<file path="config.mk">
export PLATFORM = sky130hd
export DESIGN_NAME = rom_pair_accum_flat
export DESIGN_NICKNAME = d
export VERILOG_FILES = /design/src/rtl/rom_pair_accum_if.sv /design/src/rtl/rom_pair_accum.sv /design/src/flat_wrapper.sv
export SDC_FILE = /design/constraint.sdc
export NUM_CORES = 1
export LEC_CHECK = 0
export BUFFER_PORTS_ARGS = -buffer_cell sky130_fd_sc_hd__buf_4
export CAP_MARGIN = 20
export CORE_MARGIN = 2
export CORE_UTILIZATION = 25
export DETAILED_ROUTE_END_ITERATION = 16
export SLEW_MARGIN = 20
export SYNTH_ARGS = -nofsm -noshare
export SYNTH_HDL_FRONTEND = slang
export SYNTH_SLANG_ARGS = --single-unit
export TNS_END_PERCENT = 20
</file>
<file path="constraint.sdc">
create_clock -name clk -period 7.2 [get_ports clk]
set_clock_uncertainty 0.05 [all_clocks]
set_input_delay 0.36 -clock clk [delete_from_list [all_inputs] [get_ports clk]]
set_output_delay 0.36 -clock clk [all_outputs]
set_load 0.01 [all_outputs]
</file>
<file path="src/rtl/rom_pair_accum_if.sv">
// Element result stream from rom_pair_accum to the LED/display stage.
// The master drives result, flag and index; the slave drives elem_ready.
interface rom_pair_accum_if #(
  parameter int DATA_W = 8,
  parameter int ADDR_W = 4
);
  logic              elem_valid;
  logic              elem_ready;
  logic [DATA_W-1:0] elem_data;
  logic              elem_ovf;
  logic [ADDR_W:0]   elem_idx;

  modport master (
    output elem_valid,
    output elem_data,
    output elem_ovf,
    output elem_idx,
    input  elem_ready
  );

  modport slave (
    input  elem_valid,
    input  elem_data,
    input  elem_ovf,
    input  elem_idx,
    output elem_ready
  );
endinterface

</file>
<file path="src/rtl/rom_pair_accum.sv">
// Walks a run of addresses over two ROMs, adds or subtracts each word pair
// (wrapping or saturating), streams the results and keeps a signed total.
module rom_pair_accum #(
  parameter int DATA_W = 8,
  parameter int ADDR_W = 4,
  parameter int ACC_W  = DATA_W + ADDR_W + 2,
  parameter int RD_LAT = 0
) (
  input  logic                    clk,
  input  logic                    rst_n,
  input  logic                    start,
  input  logic                    mode,
  input  logic                    sat,
  input  logic [ADDR_W-1:0]       base_addr,
  input  logic [ADDR_W:0]         len,
  output logic [ADDR_W-1:0]       rom1_addr,
  output logic [ADDR_W-1:0]       rom2_addr,
  input  logic [DATA_W-1:0]       rom1_data,
  input  logic [DATA_W-1:0]       rom2_data,
  rom_pair_accum_if.master        elem,
  output logic signed [ACC_W-1:0] acc,
  output logic                    busy,
  output logic                    done
);

  localparam int EXT_W = ACC_W - DATA_W - 1;

  typedef enum logic [2:0] {IDLE, ISSUE, WAIT, OUT, DONE} state_t;

  state_t                  state;
  logic                    mode_r;
  logic                    sat_r;
  logic [ADDR_W:0]         len_r;
  logic [DATA_W:0]         raw_r;
  logic [DATA_W:0]         raw_c;
  logic                    ovf_c;
  logic [DATA_W-1:0]       data_c;
  logic signed [ACC_W-1:0] raw_ext;

  // For both add and subtract the top raw bit is exactly the overflow flag.
  always_comb begin
    raw_c  = mode_r ? ({1'b0, rom1_data} - {1'b0, rom2_data})
                    : ({1'b0, rom1_data} + {1'b0, rom2_data});
    ovf_c  = raw_c[DATA_W];
    data_c = raw_c[DATA_W-1:0];
    if (sat_r && ovf_c) begin
      data_c = mode_r ? '0 : '1;
    end
  end

  assign raw_ext   = $signed({{EXT_W{raw_r[DATA_W] & mode_r}}, raw_r});
  assign rom2_addr = rom1_addr;

  always_ff @(posedge clk or negedge rst_n) begin
    if (!rst_n) begin
      state           <= IDLE;
      mode_r          <= 1'b0;
      sat_r           <= 1'b0;
      len_r           <= '0;
      raw_r           <= '0;
      rom1_addr       <= '0;
      elem.elem_valid <= 1'b0;
      elem.elem_data  <= '0;
      elem.elem_ovf   <= 1'b0;
      elem.elem_idx   <= '0;
      acc             <= '0;
      busy            <= 1'b0;
      done            <= 1'b0;
    end else begin
      done <= 1'b0;
      case (state)
        IDLE: begin
          if (start) begin
            mode_r        <= mode;
            sat_r         <= sat;
            len_r         <= len;
            acc           <= '0;
            elem.elem_idx <= '0;
            busy          <= 1'b1;
            if (len == '0) begin
              state <= DONE;
              done  <= 1'b1;
            end else begin
              state     <= ISSUE;
              rom1_addr <= base_addr;
            end
          end
        end
        ISSUE: begin
          if (RD_LAT == 0) begin
            raw_r           <= raw_c;
            elem.elem_data  <= data_c;
            elem.elem_ovf   <= ovf_c;
            elem.elem_valid <= 1'b1;
            state           <= OUT;
          end else begin
            state <= WAIT;
          end
        end
        // Block ROM output is valid one cycle after the address register.
        WAIT: begin
          raw_r           <= raw_c;
          elem.elem_data  <= data_c;
          elem.elem_ovf   <= ovf_c;
          elem.elem_valid <= 1'b1;
          state           <= OUT;
        end
        OUT: begin
          if (elem.elem_ready) begin
            elem.elem_valid <= 1'b0;
            acc             <= acc + raw_ext;
            elem.elem_idx   <= elem.elem_idx + (ADDR_W+1)'(1);
            if ((elem.elem_idx + (ADDR_W+1)'(1)) == len_r) begin
              state <= DONE;
              done  <= 1'b1;
            end else begin
              state     <= ISSUE;
              rom1_addr <= rom1_addr + ADDR_W'(1);
            end
          end
        end
        DONE: begin
          state <= IDLE;
          busy  <= 1'b0;
        end
        default: begin
          state <= IDLE;
          busy  <= 1'b0;
        end
      endcase
    end
  end

endmodule

</file>
<file path="src/flat_wrapper.sv">
// flat-port wrapper written by rule: the top's interface ports become plain ports
module rom_pair_accum_flat 
#(
  parameter int DATA_W = 8,
  parameter int ADDR_W = 4,
  parameter int ACC_W  = DATA_W + ADDR_W + 2,
  parameter int RD_LAT = 0
)
  (clk, rst_n, start, mode, sat, base_addr, len, rom1_addr, rom2_addr, rom1_data, rom2_data, acc, busy, done, elem_elem_valid, elem_elem_data, elem_elem_ovf, elem_elem_idx, elem_elem_ready);
  rom_pair_accum_if #(.DATA_W(DATA_W), .ADDR_W(ADDR_W)) elem_i ();
  input  logic clk;
  input  logic rst_n;
  input  logic start;
  input  logic mode;
  input  logic sat;
  input  logic [ADDR_W-1:0] base_addr;
  input  logic [ADDR_W:0] len;
  output logic [ADDR_W-1:0] rom1_addr;
  output logic [ADDR_W-1:0] rom2_addr;
  input  logic [DATA_W-1:0] rom1_data;
  input  logic [DATA_W-1:0] rom2_data;
  output logic signed [ACC_W-1:0] acc;
  output logic busy;
  output logic done;
  output wire logic [$bits(elem_i.elem_valid)-1:0] elem_elem_valid;
  output wire logic [$bits(elem_i.elem_data)-1:0] elem_elem_data;
  output wire logic [$bits(elem_i.elem_ovf)-1:0] elem_elem_ovf;
  output wire logic [$bits(elem_i.elem_idx)-1:0] elem_elem_idx;
  input wire logic [$bits(elem_i.elem_ready)-1:0] elem_elem_ready;
  assign elem_elem_valid = elem_i.elem_valid;
  assign elem_elem_data = elem_i.elem_data;
  assign elem_elem_ovf = elem_i.elem_ovf;
  assign elem_elem_idx = elem_i.elem_idx;
  assign elem_i.elem_ready = elem_elem_ready;
  rom_pair_accum #(.DATA_W(DATA_W), .ADDR_W(ADDR_W), .ACC_W(ACC_W), .RD_LAT(RD_LAT)) u_core (.clk(clk), .rst_n(rst_n), .start(start), .mode(mode), .sat(sat), .base_addr(base_addr), .len(len), .rom1_addr(rom1_addr), .rom2_addr(rom2_addr), .rom1_data(rom1_data), .rom2_data(rom2_data), .elem(elem_i), .acc(acc), .busy(busy), .done(done));
endmodule
</file>
Word level (Yosys, flattened, before mapping)
Cells that the tools add are included.
W data, S select, Z words.
{"block": "totals", "register_bits": 54, "in_bits": 31, "wordCells": 69}
{"block": "op_classes", "addsub": 5, "eq_ne": 8, "muxes": 28, "n_bitwise": 2, "n_reduce_logical": 13}
{"operator": "$mux W14", "count": 2}
{"operator": "$pmux W14 S2", "count": 1}
{"operator": "$mux W4", "count": 4}
{"operator": "$mux W8", "count": 2}
{"operator": "$add A14 B10 Y14", "count": 1}
{"operator": "$mux W3", "count": 4}
{"operator": "$mux W5", "count": 2}
{"operator": "$pmux W5 S2", "count": 1}
{"operator": "$add A8 B8 Y9", "count": 1}
{"operator": "$mux W9", "count": 1}
{"operator": "$pmux W3 S3", "count": 1}
{"operator": "$sub A8 B8 Y9", "count": 1}
{"operator": "$ne A2 B2 Y1 const B", "count": 4}
{"operator": "$pmux W4 S2", "count": 1}
{"operator": "$reduce_and A2 Y1", "count": 4}
{"operator": "$eq A3 B2 Y1 const B", "count": 2}
{"operator": "$mux W1", "count": 6}
{"operator": "$pmux W1 S2", "count": 3}
{"operator": "$add A5 B1 Y5 const B", "count": 1}
{"operator": "$eq A5 B5 Y1", "count": 1}
{"operator": "$logic_not A5 Y1", "count": 1}
{"operator": "$reduce_and A5 Y1", "count": 1}
{"operator": "$add A4 B1 Y4 const B", "count": 1}
{"operator": "$reduce_bool A2 Y1", "count": 2}
{"operator": "other kinds (8)", "count": 8}

Depth between registers and ports, before layout
Gate-level depths: netlist of the first run.
{"block": "depth", "ltp_word": 5, "depth_mapped": 11, "mapped_depth_nobuf": 11}

Worst setup path after synthesis of the first run
No wires, ideal clock.
{"block": "synth_timing", "path_type": "reg2reg", "startpoint": "register u_core.mode_r", "endpoint": "register u_core.elem.elem_data[6]", "setup_time_ns": 0.124, "arrival_time_ns": 2.657, "path_slack_ns": 4.369, "path_stages_with_launch": 10, "path_buffers": 1, "period_less_slack_ns": 2.831, "path_cell_list": "dfrtp_1 -> clkbuf_1 -> mux2i_1 -> fa_1 -> a211oi_2 -> o21ai_1 -> a31oi_2 -> mux2_4 -> nor3b_1 -> a211o_1"}
{"block": "synth_between", "elab_chain_cells": 3, "elab_cells_between_ends": 4}
{"element": "from (decl)", "line": "rom_pair_accum.sv:31", "text": "logic mode_r;"}
{"element": "from (signal assigned)", "line": "rom_pair_accum.sv:74", "text": "mode_r <= mode;"}
{"element": "$mux W9", "line": "rom_pair_accum.sv:42", "text": "raw_c = mode_r ? ({1'b0, rom1_data} - {1'b0, rom2_data})"}
{"element": "$logic_and A1 B1 Y1", "line": "rom_pair_accum.sv:46", "text": "if (sat_r && ovf_c) begin"}
{"element": "$mux W8 *", "line": "rom_pair_accum.sv:46"}
{"element": "to (signal assigned)", "line": "rom_pair_accum.sv:92", "text": "elem.elem_data <= data_c;"}
{"element": "to (signal assigned)", "line": "rom_pair_accum.sv:103", "text": "elem.elem_data <= data_c;"}
{"element": "to (decl)", "line": "rom_pair_accum_if.sv:15", "text": "output elem_data,"}
Mark *: on every way between the ends. The rest lies on a longest branch, timed or not.
A chain may end at the register's enable or synchronous reset.

Final worst setup path of the first run
Ends and elaborated chain as after synthesis.

==> results.py, run 1 <==
metrics = {
    "run_status": {
        "status": "complete, no violations",
    },
    "worst_setup_path": {
        "end_kind": "register",
        "crit_fanout": 11,
        "r2r-end": "u_core.elem.elem_data[6]$_DFFE_PN0P_",
        "critPathKind": "reg2reg",
        "endpoint": "u_core.elem.elem_data[6]$_DFFE_PN0P_",
        "worstPathArrival_ns": 3.12,
        "cp-start-kind": "register",
        "timing.rr.start": "u_core.mode_r$_DFFE_PN0P_",
        "crit_start": "u_core.mode_r$_DFFE_PN0P_",
        "r2r_cells": 8,
        "cp.required_ns": 7.33,
        "ff2ff_setup_slack_ns": 4.21,
    },
    "finish": {
        "final_nets": 464,
        "post-route-cell-area_um2": 4262,
        "syn_to_final_growth_pct": 24.13,
        "layout-drive-gt1-share": 0.2377,
        "antenna_cells": 0,
    },
    "synthesis": {
        "synth_seq_cells": 53,
        "yosys_warnings": 0,
        "avgSynthCellArea_um2": 9.894,
        "syn_area_um2": 3433,
        "yosys-top-cells-area": "dfrtp_1 (39%), ha_1 (8.7%), xnor2_1 (5.4%), o21ai_0 (3.5%), nand2_1 (3.0%)",
        "synth_top_area_cell": "dfrtp_1",
        "synth_cells": 347,
        "ys_async_sr_fraction": 1.000,
        "synthFlopType": "dfrtp_1",
        "ys_types": 61,
        "synth_nets": 404,
        "synth_edf_count": 0,
        "synth_top_area_frac": 0.3863,
        "yosysSeqAreaShare": 0.3863,
    },
    "clock_network": {
        "cts.clk_slew.worst_paths_ns": 0.07,
        "ctsResizeCount": 0,
        "cts_sinks": 53,
        "cts_made_buffers": 5,
        "ctsHoldBuffers": 0,
        "clock_latency_ns": 0.29,
        "clk_path_buf_depth": 2,
        "root_buffer": "clkbuf_16",
        "post-cts-setup-buffer-count": 0,
        "htree_levels": 2,
        "cts_tree": "done",
    },
    "sta": {
        "fmax_mhz": 334.4,
        "finalCriticalPeriod_ns": 2.991,
        "grt_setup_unrepaired": "false",
        "tns_ns": 0,
        "setup_viol": 0,
        "tightest_slew_ns": 1.009,
        "finalCritPeriodShare": 0.4154,
        "hold_violations": 0,
        "max_slew_margin": 0.3272,
        "drv_slew": 0,
        "holdWs_ns": 0.05857,
    },
    "floorplanning": {
        "core_area_um2": 13350,
        "num_rows": 42,
        "fp.dieH_um": 121.2,
        "die_area_um2": 14690,
        "pin_count": 70,
        "start_util": 0.2572,
        "chipWidth_um": 121.2,
    },
    "detailed_routing": {
        "routedWlPerCell_um": 14.52,
        "drt_iter0_drc": 128,
        "firstDrtPassIters": 4,
        "ant_nets": 0,
        "viasPerCell": 4.750,
        "wirelength_um": 8480,
        "drc": 0,
        "via_count": 2774,
    },
    "power_and_ir_drop": {
        "powerDensity_nw_per_um2": 506.2,
        "irDropWorstVdd_mv": 0.1814,
        "leakage_uw": 0.001997,
    },
    "place": {
        "gp_congestion": 0.8422,
        "hpwl_um": 6424,
        "port-buffer-count": 69,
        "place_area_um2": 4090,
    },
    "global_route": {
        "gr-total-overflow": 0,
        "grt_pass1_wl_um": 13810,
        "grt_max_degree": 54,
        "grt_usage": 0.1173,
        "antenna_found_initial": 0,
        "first_global_vias": 2739,
    },
    "worst_hold_path": {
        "hold_class": "in2async",
    },
    "flow_run": {
        "drv_cap": 0,
    },
}
==> Yosys cell counts, types with 3 or more instances <==
library cell and count:
a21o_1 11, ha_1 24, xor2_1 5, clkbuf_1 10
nor2b_1 5, a31oi_1 3, a21oi_1 17, a221o_1 6
nor3_1 8, mux2i_1 3, and2_1 4, o21bai_1 3
o21ai_0 24, mux2_2 8, a211o_1 3, xnor2_1 21
nand3_1 16, nand2b_1 4, and3_1 5, nand2_1 27
buf_4 4, nor2_1 18, o21ai_1 7, dfrtp_1 53
nor3b_1 3, inv_1 12, a211oi_1 3
==> metrics by stage <==
| stage | cells | total power (uW) | worst slack, ns | util |
|---|---|---|---|---|
| finish | 584 | 2157 | 4.209 | 0.3193 |
| global route | 584 | 2345 | 4.013 | 0.3193 |
| CTS | 584 | 2179 | 4.209 | 0.3193 |
| detailed placement | 576 | 1891 | 4.156 | 0.3064 |
| global placement | 576 | 1857 | 4.197 | 0.3064 |
| floorplan | 347 | 1510 | 4.369 | - |
==> report_power, final <==
| part | internal, uW | switching (uW) |
|---|---|---|
| Clock | 165 | 112 |
| Sequential | 448 | 140 |
| Combinational | 618 | 674 |
| Total | 1230 | 926 |
==> critical path, cell delays in order (launching register included) <==
cell,delay [ns]
dfrtp_1,0.62
mux2i_1,0.21
fa_1,0.50
a211oi_2,0.29
o21ai_1,0.12
a31oi_2,0.25
mux2_4,0.38
nor3b_1,0.15
a211o_1,0.30
==> routing by layer <==
metal  part of all wire  vias to the layer above  track usage
li1                   -                     1378            -
met1               0.48                     1327       0.1584
met5                  0                        -            0
met3              0.060                        4      0.03148
met2               0.45                       65       0.1889
met4             0.0071                        0      0.02443
==> cell usage in the layout, fill, tap and decap left out, drive strengths merged, types with 2 or more instances in the layout <==
master | Yosys | layout
and3 | 5 | 5
o2bb2ai | 2 | 2
nor2 | 18 | 18
a31oi | 4 | 4
xor2 | 5 | 5
nor3 | 9 | 9
fa | 2 | 2
nand2b | 4 | 4
inv | 12 | 12
ha | 24 | 24
buf | 7 | 70
nand3 | 16 | 16
a21o | 11 | 11
nor3b | 3 | 3
a211o | 3 | 3
o21ai | 32 | 32
o21bai | 3 | 3
mux2i | 3 | 3
nor2b | 5 | 5
xor3 | 2 | 2
and2 | 5 | 5
a211oi | 4 | 4
o211ai | 2 | 2
xnor2 | 21 | 21
mux2 | 9 | 9
dfrtp | 53 | 53
a221o | 6 | 6
clkbuf | 10 | 5
a21oi | 18 | 18
nand2 | 28 | 28
o31ai | 3 | 3
==> kinds of logic (layout without fill, tap and decap cells) <==
| group | Yosys count | in the layout | synth area share |
|---|---|---|---|
| buf+inv | 29 | 90 | 0.03899 |
| compound gates | 97 | 97 | 0.1950 |
| flops | 53 | 53 | 0.3863 |
| fa+ha+maj | 26 | 26 | 0.09913 |
| xor+xnor | 29 | 29 | 0.08674 |
| simple gates | 101 | 101 | 0.1545 |
| mux | 12 | 12 | 0.03936 |
==> how the worst min path moves through the flow <==
stage,start,end,slack [ns],cells past startpoint
after floorplan,rst_n,u_core.acc[0]$_DFFE_PN0P_,0.01,0
after global placement,rst_n,u_core.acc[12]$_DFFE_PN0P_,0.40,1
after detailed placement,rst_n,u_core.acc[12]$_DFFE_PN0P_,0.40,1
after CTS,rst_n,u_core.acc[8]$_DFFE_PN0P_,0.09,1
after global routing,rst_n,u_core.acc[9]$_DFFE_PN0P_,0.13,1
final,rst_n,u_core.acc[12]$_DFFE_PN0P_,0.06,1
==> registers in the layout, indices dropped and copies added (netlist names) <==
register,flops
u_core.acc,14
u_core.raw_r,9
u_core.elem.elem_data,8
u_core.elem.elem_idx,5
u_core.len_r,5
u_core.rom1_addr,4
u_core.state,3
u_core.busy,1
u_core.done,1
u_core.elem.elem_valid,1
u_core.mode_r,1
u_core.sat_r,1
==> cell type report <==
class,instances,area (um2)
clock inverters,3,46.29
clock buffers,5,125.1
inverters,12,45.04
multi-input cells,265,1973
fillers,1411,9086
well taps,176,220.2
repair buffers,70,525.5
flip-flops and latches,53,1326
Power figures use the tool's default switching activity.
==> inputs of run 2 (changes only) <==
--- a/config.mk
+++ b/config.mk
@@ -5,6 +5,7 @@
 export SDC_FILE = /design/constraint.sdc
 export NUM_CORES = 1
 export LEC_CHECK = 0
+export ABC_AREA = 1
 export BUFFER_PORTS_ARGS = -buffer_cell sky130_fd_sc_hd__buf_4
 export CAP_MARGIN = 20
 export CORE_MARGIN = 2
==> constraint.sdc (replaced) <==
create_clock -name clk -period 3 [get_ports clk]
set_clock_uncertainty 0.05 [all_clocks]
set_input_delay 0.15 -clock clk [delete_from_list [all_inputs] [get_ports clk]]
set_output_delay 0.15 -clock clk [all_outputs]
set_load 0.01 [all_outputs]
==> results.py, run 2 <==
metrics = {
    "floorplanning": {
        "core_area_um2": 13930,
        "num_rows": 43,
        "start_util": 0.2576,
        "die_area_um2": 15330,
        "fp.dieH_um": 123.8,
        "chipWidth_um": 123.8,
        "pin_count": 70,
    },
    "clock_network": {
        "clk_path_buf_depth": 2,
        "root_buffer": "clkbuf_16",
        "cts_made_buffers": 5,
        "cts.clk_slew.worst_paths_ns": 0.07,
        "ctsResizeCount": 0,
        "cts_tree": "done",
        "cts_sinks": 53,
        "clock_latency_ns": 0.29,
        "post-cts-setup-buffer-count": 0,
        "ctsHoldBuffers": 1,
        "htree_levels": 2,
    },
    "global_route": {
        "gr-total-overflow": 0,
        "first_global_vias": 3092,
        "antenna_found_initial": 0,
        "grt_max_degree": 54,
        "grt_pass1_wl_um": 14750,
        "grt_usage": 0.1211,
    },
    "finish": {
        "fin_util": 0.3192,
        "syn_to_final_growth_pct": 23.91,
        "regMostFlops": "u_core.acc",
        "final_cell_mix": "nand2_1 (189), buf_4 (69), dfrtp_1 (53), inv_1 (47), nor2_1 (31)",
        "top_regs": "u_core.acc x14, u_core.raw_r x9, u_core.elem.elem_data x8",
        "layout.cells.non_filler": 741,
        "largest_reg_flops": 14,
        "layout-drive-gt1-share": 0.1676,
        "antenna_cells": 0,
        "final_common_cell": "nand2_1",
        "fillers": 1476,
        "final_nets": 617,
    },
    "synthesis": {
        "avgSynthCellArea_um2": 7.296,
        "yosys_warnings": 0,
        "synth_edf_count": 0,
        "ys_types": 39,
        "ys_async_sr_fraction": 1.000,
        "synth_top_area_cell": "dfrtp_1",
        "syn_area_um2": 3590,
        "synth_commonest_cells": "nand2_1 (189), dfrtp_1 (53), inv_1 (47), nor2_1 (31), nand3_1 (26)",
        "yosysSeqAreaShare": 0.3695,
        "synth_nets": 549,
        "synth_cells": 492,
        "synthFlopType": "dfrtp_1",
        "yosysMostFrequentCell": "nand2_1",
        "synth_top_area_frac": 0.3695,
        "yosys-top-cells-area": "dfrtp_1 (37%), nand2_1 (20%), ha_1 (8.4%), inv_1 (4.9%), nand3_1 (3.6%)",
        "synth_seq_cells": 53,
    },
    "detailed_routing": {
        "viasPerCell": 4.397,
        "drt_iter0_drc": 158,
        "firstDrtPassIters": 4,
        "wirelength_um": 8754,
        "via_count": 3258,
        "routedWlPerCell_um": 11.81,
        "ant_nets": 0,
        "drc": 0,
    },
    "power_and_ir_drop": {
        "powerDensity_nw_per_um2": 1178,
        "irDropWorstVdd_mv": 0.3365,
        "intPower_uw": 2736,
        "p_clk_frac": 0.126,
        "leakage_uw": 0.002398,
        "p_sw_uw": 2503,
        "power_frac_comb": 0.611,
        "pwr-share-seq": 0.262,
        "finalPower_uw": 5239,
        "swShare": 0.4778,
    },
    "place": {
        "gp_congestion": 0.8142,
        "port-buffer-count": 69,
        "hpwl_um": 6748,
        "placed_cells": 732,
    },
    "sta": {
        "tns_ns": 0,
        "setup_viol": 0,
        "fmax_mhz": 413.0,
        "holdWs_ns": 0.03951,
        "finalCritPeriodShare": 0.8071,
        "drv_slew": 0,
        "hold_violations": 0,
        "tightest_slew_ns": 0.6797,
        "grt_setup_unrepaired": "false",
        "finalCriticalPeriod_ns": 2.421,
        "max_slew_margin": 0.5469,
    },
    "worst_hold_path": {
        "hold_class": "in2reg",
    },
    "flow_run": {
        "drv_cap": 0,
    },
    "worst_setup_path": {
        "cp-start-kind": "register",
        "cp.required_ns": 3.13,
        "crit_fanout": 9,
        "ff2ff_setup_slack_ns": 0.58,
        "worstPathArrival_ns": 2.55,
        "critPathKind": "reg2reg",
        "end_kind": "register",
    },
    "run_status": {
        "status": "complete, no violations",
    },
}
==> run 2: power groups by stage <==
stage                     clock [uW]  combinational (uW)  sequential (uW)
after floorplan                    0                2280             1410
after global placement             0                3200             1400
after detailed placement           0                3230             1390
after CTS                        683                3250             1380
after global routing             710                3750             1430
final                            663                3200             1370
==> run 2: area by class of cell <==
class / count / area (um2) / share of cell area
Clock buffer: 6 / 128.9 / 0.02897
Clock inverter: 2 / 38.79 / 0.008720
Inverter: 54 / 210.2 / 0.04726
Multi-Input combinational cell: 376 / 1991 / 0.4475
Sequential cell: 53 / 1326 / 0.2982
Tap cell: 180 / 225.2 / 0.05063
Timing Repair Buffer: 70 / 528.0 / 0.1187
==> run 2: metrics by stage <==
step	area (um2)	worst slack, ns
3_3_place_gp	4270	0.4671
4_1_cts	4448	0.5598
3_5_place_dp	4270	0.4333
6_report	4448	0.5786
2_1_floorplan	3590	0.8387
5_1_grt	4448	0.2424
==> run 2: path summary, 6_finish.rpt <==
check / cells past startpoint / endpoint / start
max reg2reg: 16 / u_core.elem.elem_data[4]$_DFFE_PN0P_ / u_core.mode_r$_DFFE_PN0P_
max in group asynchronous: 2 / u_core.acc[6]$_DFFE_PN0P_ / rst_n
min: 2 / u_core.sat_r$_DFFE_PN0P_ / sat
min reg2reg: 2 / u_core.elem.elem_data[2]$_DFFE_PN0P_ / u_core.elem.elem_data[2]$_DFFE_PN0P_
max: 16 / u_core.elem.elem_data[4]$_DFFE_PN0P_ / u_core.mode_r$_DFFE_PN0P_
min in group asynchronous: 2 / u_core.rom1_addr[3]$_DFFE_PN0P_ / rst_n
==> run 2: worst max-delay path, stage by stage, from the launching register on <==
cell and delay [ns]:
dfrtp_1 0.43, inv_2 0.16, nand2_1 0.10, o21ai_0 0.10, xor2_1 0.16, inv_1 0.05, ha_1 0.32, nand2_1 0.11
inv_1 0.05, a21oi_1 0.17, nand3_1 0.12, nand2_1 0.12, nand2_2 0.12, nand2_1 0.08, nand2_1 0.05, nand2_1 0.06
nand2_1 0.07
==> run 2: cells by family after synthesis <==
family                     synth area share
buffers and inverters               0.07598
and+or+nand+nor                      0.3280
AOI/OAI and AO/OA                   0.09690
adders and majority gates           0.09481
xor gates and xnor gates            0.03172
DFF                                  0.3695
muxes                              0.003137
==> run 2: per-layer routing <==
layer / GRT usage / routed length (um) / vias to the layer above
li1: - / - / 1724
met1: 0.1672 / 4294 / 1458
met2: 0.1909 / 3895 / 63
met3: 0.02244 / 381 / 13
met4: 0.03977 / 182 / 0
met5: 0 / 0 / -
==> inputs of run 3 (changes only) <==
==> constraint.sdc (replaced) <==
create_clock -name clk -period 2.2 [get_ports clk]
set_clock_uncertainty 0.05 [all_clocks]
set_input_delay 0.11 -clock clk [delete_from_list [all_inputs] [get_ports clk]]
set_output_delay 0.11 -clock clk [all_outputs]
set_load 0.01 [all_outputs]
==> results.py, run 3 (synthesized netlist as in run 2, its figures left out) <==
metrics = {
    "run_status": {
        "status": "complete, no violations",
    },
    "floorplanning": {
        "start_util": 0.2576,
        "chipWidth_um": 123.8,
        "num_rows": 43,
        "pin_count": 70,
        "fp.dieH_um": 123.8,
        "die_area_um2": 15330,
        "core_area_um2": 13930,
    },
    "sta": {
        "hold_violations": 0,
        "fmax_mhz": 458.4,
        "grt_setup_unrepaired": "true",
        "setup_viol": 0,
        "finalCriticalPeriod_ns": 2.182,
        "max_slew_margin": 0.5424,
        "tightest_slew_ns": 0.6863,
        "finalCritPeriodShare": 0.9917,
        "tns_ns": 0,
        "fin_ws_ns": 0.01833,
        "drv_slew": 0,
    },
    "global_route": {
        "gr-total-overflow": 0,
        "antenna_found_initial": 0,
        "first_global_vias": 3154,
        "grt_max_degree": 54,
        "grt_usage": 0.1241,
        "grt_pass1_wl_um": 15080,
    },
    "detailed_routing": {
        "ant_nets": 0,
        "drt_iter0_drc": 165,
        "wirelength_um": 9111,
        "routedWlPerCell_um": 11.76,
        "viasPerCell": 4.366,
        "via_count": 3384,
        "firstDrtPassIters": 4,
        "drc": 0,
    },
    "place": {
        "gp_congestion": 0.8259,
        "placed_cells": 760,
        "port-buffer-count": 69,
        "hpwl_um": 6917,
        "place_ws_ns": -0.2753,
    },
    "worst_setup_path": {
        "cp-start-kind": "register",
        "end_kind": "register",
        "cp.required_ns": 2.34,
        "crit_fanout": 8,
        "r2r_cells": 15,
        "ff2ff_setup_slack_ns": 0.02,
        "timing.rr.start": "u_core.mode_r$_DFFE_PN0P_",
        "critPathKind": "reg2reg",
        "crit_start": "u_core.mode_r$_DFFE_PN0P_",
        "worstPathArrival_ns": 2.32,
        "r2r-end": "u_core.elem.elem_data[4]$_DFFE_PN0P_",
    },
    "finish": {
        "fillers": 1456,
        "largest_reg_flops": 14,
        "top_regs": "u_core.acc x14, u_core.raw_r x9, u_core.elem.elem_data x8",
        "final_cell_mix": "nand2_1 (171), buf_4 (99), dfrtp_1 (52), inv_1 (45), nor2_1 (30)",
        "final_nets": 651,
        "syn_to_final_growth_pct": 38.58,
        "fin_util": 0.3570,
        "layout-drive-gt1-share": 0.2857,
        "final_common_cell": "nand2_1",
        "regMostFlops": "u_core.acc",
        "antenna_cells": 0,
        "layout.cells.non_filler": 775,
    },
    "clock_network": {
        "root_buffer": "clkbuf_16",
        "clock_latency_ns": 0.30,
        "cts_sinks": 53,
        "cts_made_buffers": 5,
        "cts.clk_slew.worst_paths_ns": 0.07,
        "htree_levels": 2,
        "cts_tree": "done",
        "clk_path_buf_depth": 2,
    },
    "worst_hold_path": {
        "min_from": "mode",
        "hold_class": "in2reg",
        "whs_endpoint": "u_core.mode_r$_DFFE_PN0P_",
        "hold_depth": 3,
    },
    "flow_run": {
        "drv_cap": 0,
    },
    "power_and_ir_drop": {
        "powerDensity_nw_per_um2": 1624,
        "leakage_uw": 0.002596,
        "irDropWorstVdd_mv": 0.4449,
    },
}
-- run 3: final cells by class --
type / count / area (um2) / area share
clock buffers: 5 / 125.1 / 0.02515
clock inverters: 3 / 43.79 / 0.008803
inverters: 54 / 212.7 / 0.04276
multi-input cells: 376 / 2243 / 0.4510
flip-flops and latches: 53 / 1328 / 0.2669
well taps: 180 / 225.2 / 0.04527
repair buffers: 104 / 797.0 / 0.1602
-- run 3: worst max path at each step --
stage                                                end  slack (ns)
floorplan           u_core.elem.elem_data[6]$_DFFE_PN0P_        0.04
global placement    u_core.elem.elem_data[6]$_DFFE_PN0P_       -0.22
detailed placement  u_core.elem.elem_data[6]$_DFFE_PN0P_       -0.28
CTS                 u_core.elem.elem_data[5]$_DFFE_PN0P_      -0.007
global route        u_core.elem.elem_data[7]$_DFFE_PN0P_       -0.14
finish              u_core.elem.elem_data[4]$_DFFE_PN0P_        0.02
-- run 3: power by group --
part	total (uW)	switching [uW]	internal (uW)	leakage, uW
clock	910	370	540	0.0000842
sequential	1920	461	1460	0.000650
combinational	5250	2930	2320	0.00186
-- run 3: critical path: stages (launching register included) --
cell     delay [ns]
dfrtp_2        0.46
buf_6          0.14
o21ai_2        0.13
xor2_1         0.15
inv_1          0.08
ha_4           0.23
nand2_4        0.07
inv_2          0.04
a21oi_4        0.15
nand3_2        0.12
nand2_4        0.13
nand2_8        0.08
nand2_1        0.07
nand2_1        0.05
nand2_1        0.05
nand2_1        0.06
-- run 3: routing by layer --
layer / track usage / up-vias / routed length (um)
li1: - / 1793 / -
met3: 0.02289 / 9 / 291
met4: 0.02983 / 0 / 119
met5: 0 / - / 0
met1: 0.1700 / 1532 / 4476
met2: 0.2026 / 50 / 4224
-- run 3: what timing repair did --
item | in CTS | in global routing
hold buffers | 2 | 0
pin swaps | 16 | 25
endpoints found under the setup margin | 13 | 14
endpoints found under the hold margin | 54 | 0
gates resized for setup | 30 | 29
buffers inserted | 3 | 2
-- run 3: per-stage QoR --
| stage | hold WS (ns) | cell area (um2) | power [uW] |
|---|---|---|---|
| 6_report | 0.02149 | 4975 | 8079 |
| 5_1_grt | 0.02727 | 4975 | 8977 |
| 4_1_cts | 0.01586 | 4851 | 7895 |
| 3_5_place_dp | 0.1559 | 4481 | 6649 |
| 3_3_place_gp | 0.1507 | 4481 | 6583 |
| 2_1_floorplan | -0.2356 | 3590 | 5028 |
